--- config.mk ---
export PLATFORM = sky130hd
export DESIGN_NAME = deintretesator_regula
export DESIGN_NICKNAME = d
export VERILOG_FILES = /design/src/rtl/deintretesator_regula.sv
export SDC_FILE = /design/constraint.sdc
export NUM_CORES = 1
export LEC_CHECK = 0
export CAP_MARGIN = 20
export CORE_MARGIN = 5
export CORE_UTILIZATION = 50
export CTS_CLUSTER_SIZE = 40
export DETAILED_ROUTE_END_ITERATION = 7
export PLACE_DENSITY = 0.78
export SYNTH_ARGS = -nofsm -noshare
export SYNTH_HDL_FRONTEND = slang
export SYNTH_SLANG_ARGS = --single-unit
--- constraint.sdc ---
create_clock -name clk -period 2.3 [get_ports clk]
set_input_delay 0.69 -clock clk [delete_from_list [all_inputs] [get_ports clk]]
set_output_delay 0.69 -clock clk [all_outputs]
set_load 0.005 [all_outputs]
--- src/rtl/deintretesator_regula.sv ---
// Receive-side byte de-interleaver: undoes the adjacent-bit swaps of the turbo-path
// interleaver one per cycle. Define DEINT_LFSR_LOCAL_EN to source the pattern from a local LFSR.
module deintretesator_regula #(
    parameter logic [7:0] SEED = 8'hAA
) (
    input  logic       clk,
    input  logic       rst_n,
    input  logic [7:0] Data_In,
    input  logic [7:0] Pattern_In,
    input  logic       in_valid,
    output logic       in_ready,
    output logic [7:0] Data_Out,
    output logic       out_valid,
    input  logic       out_ready
);

    typedef enum logic [1:0] {
        IDLE = 2'd0,
        SWAP = 2'd1,
        DONE = 2'd2
    } state_t;

    state_t     state_reg,    state_next;
    logic [2:0] step_reg,     step_next;
    logic [7:0] work_reg,     work_next;
    logic [7:0] pattern_reg,  pattern_next;
    logic [7:0] data_out_reg, data_out_next;
    logic [7:0] pattern_src;

    function automatic logic [7:0] swap_pair(input logic [7:0] v, input int hi, input int lo);
        logic [7:0] r;
        r     = v;
        r[hi] = v[lo];
        r[lo] = v[hi];
        return r;
    endfunction

`ifdef DEINT_LFSR_LOCAL_EN
    logic [7:0] lfsr_reg;
    logic       unused_pattern;

    // Free-running x^8+x^4+x^3+x^2+1, shifting right; must stay phase-locked to the transmitter.
    always_ff @(posedge clk or negedge rst_n) begin
        if (!rst_n) begin
            lfsr_reg <= SEED;
        end else begin
            lfsr_reg <= {lfsr_reg[4] ^ lfsr_reg[3] ^ lfsr_reg[2] ^ lfsr_reg[0], lfsr_reg[7:1]};
        end
    end

    assign pattern_src    = lfsr_reg;
    assign unused_pattern = ^Pattern_In;
`else
    logic unused_seed;

    assign pattern_src = Pattern_In;
    assign unused_seed = ^SEED;
`endif

    // Candidate result of every step's swap; step 0 wraps bit 0 with bit 7.
    logic [7:0][7:0] step_swap;

    generate
        for (genvar gi = 0; gi < 8; gi++) begin : g_step
            localparam int HI = (gi == 0) ? 7 : gi;
            localparam int LO = (gi == 0) ? 0 : gi - 1;
            assign step_swap[gi] = swap_pair(work_reg, HI, LO);
        end
    endgenerate

    logic [7:0] swap_stage;
    assign swap_stage = pattern_reg[step_reg] ? step_swap[step_reg] : work_reg;

    always_ff @(posedge clk or negedge rst_n) begin
        if (!rst_n) begin
            state_reg    <= IDLE;
            step_reg     <= 3'd0;
            work_reg     <= 8'h00;
            pattern_reg  <= 8'h00;
            data_out_reg <= 8'h00;
        end else begin
            state_reg    <= state_next;
            step_reg     <= step_next;
            work_reg     <= work_next;
            pattern_reg  <= pattern_next;
            data_out_reg <= data_out_next;
        end
    end

    always_comb begin
        state_next    = state_reg;
        step_next     = step_reg;
        work_next     = work_reg;
        pattern_next  = pattern_reg;
        data_out_next = data_out_reg;
        case (state_reg)
            IDLE: begin
                if (in_valid) begin
                    work_next    = Data_In;
                    pattern_next = pattern_src;
                    step_next    = 3'd0;
                    state_next   = SWAP;
                end
            end
            SWAP: begin
                work_next = swap_stage;
                step_next = step_reg + 3'd1;
                if (step_reg == 3'd7) begin
                    data_out_next = swap_stage;
                    state_next    = DONE;
                end
            end
            DONE: begin
                if (out_ready) begin
                    state_next = IDLE;
                end
            end
            default: begin
                state_next = IDLE;
            end
        endcase
    end

    assign in_ready  = (state_reg == IDLE);
    assign out_valid = (state_reg == DONE);
    assign Data_Out  = data_out_reg;

endmodule

==> flow_metrics.tcl <==
set metrics [dict create \
    holdPathEnd "Data_Out[0]$_DFFE_PN0P_" \
    multi_input_area_um2 859.6 \
    synth_seq_cells 29 \
    syn_area_um2 1664 \
    htree_levels 2 \
    rsz0062_at_grt "no" \
    p_per_area_nw_per_um2 1346 \
    fmax_mhz 457.9 \
    path_class "register to output port" \
    first_iter_violations 84 \
    synth-edff-count 0 \
    drt_wl_total_um 3718 \
    cp-start-kind "register" \
    yosys.cell_count.top_type "dfrtp_1" \
    crit_chain "inv_1 -> nor2_1 -> clkdlybuf4s50_1" \
    vias 1425 \
    synthAdderAreaFrac_pct 1.504 \
    die_w_um 67.69 \
    yosys.area.top_type "dfrtp_1" \
    cts_tree "yes" \
    fin_cells 246 \
    num_antenna_cells 0 \
    min_path_type "register to register" \
    hpwl_um 2735 \
    synthMuxAreaShare_pct 16.24 \
    synth_top_family_by_area "compound AO/OA/AOI/OAI gates" \
    synth.distinct_cells 44 \
    synth_area_leaders "dfrtp_1 (44%), mux2i_1 (7.2%), mux2_2 (6.1%)" \
    synth_common_cells "dfrtp_1 (29), o21ai_0 (14), nand2_1 (13)" \
    clock_latency_ps 340 \
    drc 0 \
    area_growth_syn_to_layout_pct 25.49 \
    r2r.worst_path.cells 4 \
    post_drt_wl_per_cell_um 15.11 \
    layout-drive-gt1-share_pct 14.00 \
    synthXorXnorAreaFrac_pct 0 \
    ys_seq_area_share_pct 43.61 \
    tns_ps 0 \
    fin_area_um2 2088 \
    yosys.area_share.simple_pct 15.94 \
    fin_nets 221 \
    status "complete, no violations" \
    slowest_delay_ps 500 \
    rows 21 \
    core_um2 3284 \
    finalClockSkew_ps 12.11 \
    die_area_um2 4582 \
    grt_overflow 0 \
    syn_inst 166 \
    worst_pin_slew_ps 541.8 \
    root_buffer "clkbuf_4" \
    finalSetupViolCount 0 \
    grt_antenna_before_repair 0 \
    fin_crit_ps 2184 \
    synth_area_per_cell_um2 10.02 \
    start_util_pct 50.67 \
    post-route-period-util_pct 94.95 \
    worst_ep_required_time_ps 1610 \
    dp_cells 238 \
    grt_pass1_vias 1410 \
    crit_buf_inv 2 \
    hold_path_depth 2 \
    grt_start_max_net_pins 30 \
    ff2ff_setup_slack_ps 270 \
    ys.warnings.count 0 \
    slew_violations 0 \
    synth_compound_area_share_pct 17.97 \
    drv_cap 0 \
    register_area_um2 728.2 \
    place_congestion 0.8023 \
    cts_sinks 29 \
    peakVddDrop_v 0.0008023 \
    cp_slowest_cell "clkdlybuf4s50_1" \
    grt_first_pass_wirelength_um 6320 \
    total_power_w 0.002810 \
    hold_violations 0 \
    pin_count 30 \
    cp_max_fo 8 \
    crit_arrival_ps 1490 \
    end_kind "output port" \
    hold_start "Data_Out[0]$_DFFE_PN0P_" \
    portBuffers 29 \
    synthFlopType "dfrtp_1" \
    rr_endpoint "work_reg[7]$_DFFE_PN0P_" \
    cp_top_family "buffers and inverters" \
    ant_nets 0 \
    syn_nets 188 \
    clock_path_buffers 2 \
    final.fill_count 279 \
    clk_pin_slew_ps 90 \
    rr_startpoint "step_reg[0]$_DFFE_PN0P_" \
    relSlewSlack_pct 63.88 \
    placed_area_um2 2016 \
    async_flop_share_pct 100.0 \
    track_usage_pct 18.63 \
    die_h_um 67.69 \
    synth.top_cell.area_share_pct 43.61 \
    cts_made_buffers 5 \
    first_pass_iters 4 \
    hold_buffers 0 \
    leakagePower_nw 0.9049 \
    via_per_inst 5.793 \
]
through the flow:
| step | hold slack (ps) | worst slack [ps] | utilization, % |
|---|---|---|---|
| finish | 481.6 | 116.2 | 63.58 |
| global route | 512.0 | 26.27 | 63.58 |
| CTS | 492.5 | 8.728 | 63.50 |
| detailed placement | 469.3 | 153.8 | 61.37 |
| global placement | 461.7 | 192.9 | 61.37 |
| floorplan | 394.4 | 457.4 | - |
per-layer routing:
layer  vias up  share of wire (%)  track usage, %
li1        681                  -               -
met1       687                 42           22.26
met2        48                 49           30.98
met3         9                7.2           5.990
met4         0                1.6           7.089
met5         -                  0               0
worst reg2reg max path, stage by stage, from the launching register on:
cell	delay, ps
dfrtp_1	550
mux2i_1	180
mux4_2	600
a21o_1	260
a221o_1	350
worst max-delay path by stage:
stage,startpoint,depth (start not counted),to,slack [ps]
finish,state_reg[1]$_DFFE_PN0P_,3,out_valid,120
CTS,state_reg[1]$_DFFE_PN0P_,3,out_valid,9
global placement,in_valid,5,pattern_reg[4]$_DFFE_PN0P_,190
global route,state_reg[1]$_DFFE_PN0P_,3,out_valid,30
floorplan,step_reg[0]$_DFFE_PN0P_,5,work_reg[7]$_DFFE_PN0P_,460
detailed placement,in_valid,5,pattern_reg[2]$_DFFE_PN0P_,150
power breakdown:
| part | internal [W] | switching, W | total, W |
|---|---|---|---|
| combinational | 0.000753 | 0.000672 | 0.00142 |
| clock | 0.000177 | 0.000183 | 0.000360 |
| sequential | 0.000751 | 0.000275 | 0.00103 |
cells in the final DEF, fill, tap and decap left out, types with 3 or more instances in the layout:
cell / synthesis / layout
nor2_1: 10 / 10
clkbuf_4: 0 / 5
dfrtp_1: 29 / 27
a21oi_1: 4 / 4
o21ai_0: 14 / 14
mux2_2: 9 / 9
nand2b_1: 6 / 6
o22ai_1: 3 / 3
buf_4: 0 / 7
nand3_1: 3 / 3
nand2_1: 13 / 13
and2_1: 3 / 3
clkdlybuf4s50_1: 0 / 29
inv_1: 8 / 8
mux2i_1: 12 / 12
cell type report:
class / instances / area share (%)
flip-flops and latches: 29 / 34.87
well taps: 46 / 2.756
clock inverters: 1 / 0.2397
clock buffers: 7 / 3.116
repair buffers: 36 / 16.42
multi-input cells: 119 / 41.16
inverters: 8 / 1.438
cell families after synthesis:
| group | count (synthesis) |
|---|---|
| simple gates | 50 |
| compound gates | 44 |
| flops | 29 |
| mux | 23 |
| buf+inv | 18 |
| fa+ha+maj | 2 |
timing repair:
action	in CTS	in global routing
resized for setup	0	2
buffers inserted	0	0
setup endpoints to repair	0	2
Note: power is estimated with default switching activity, not from simulation.
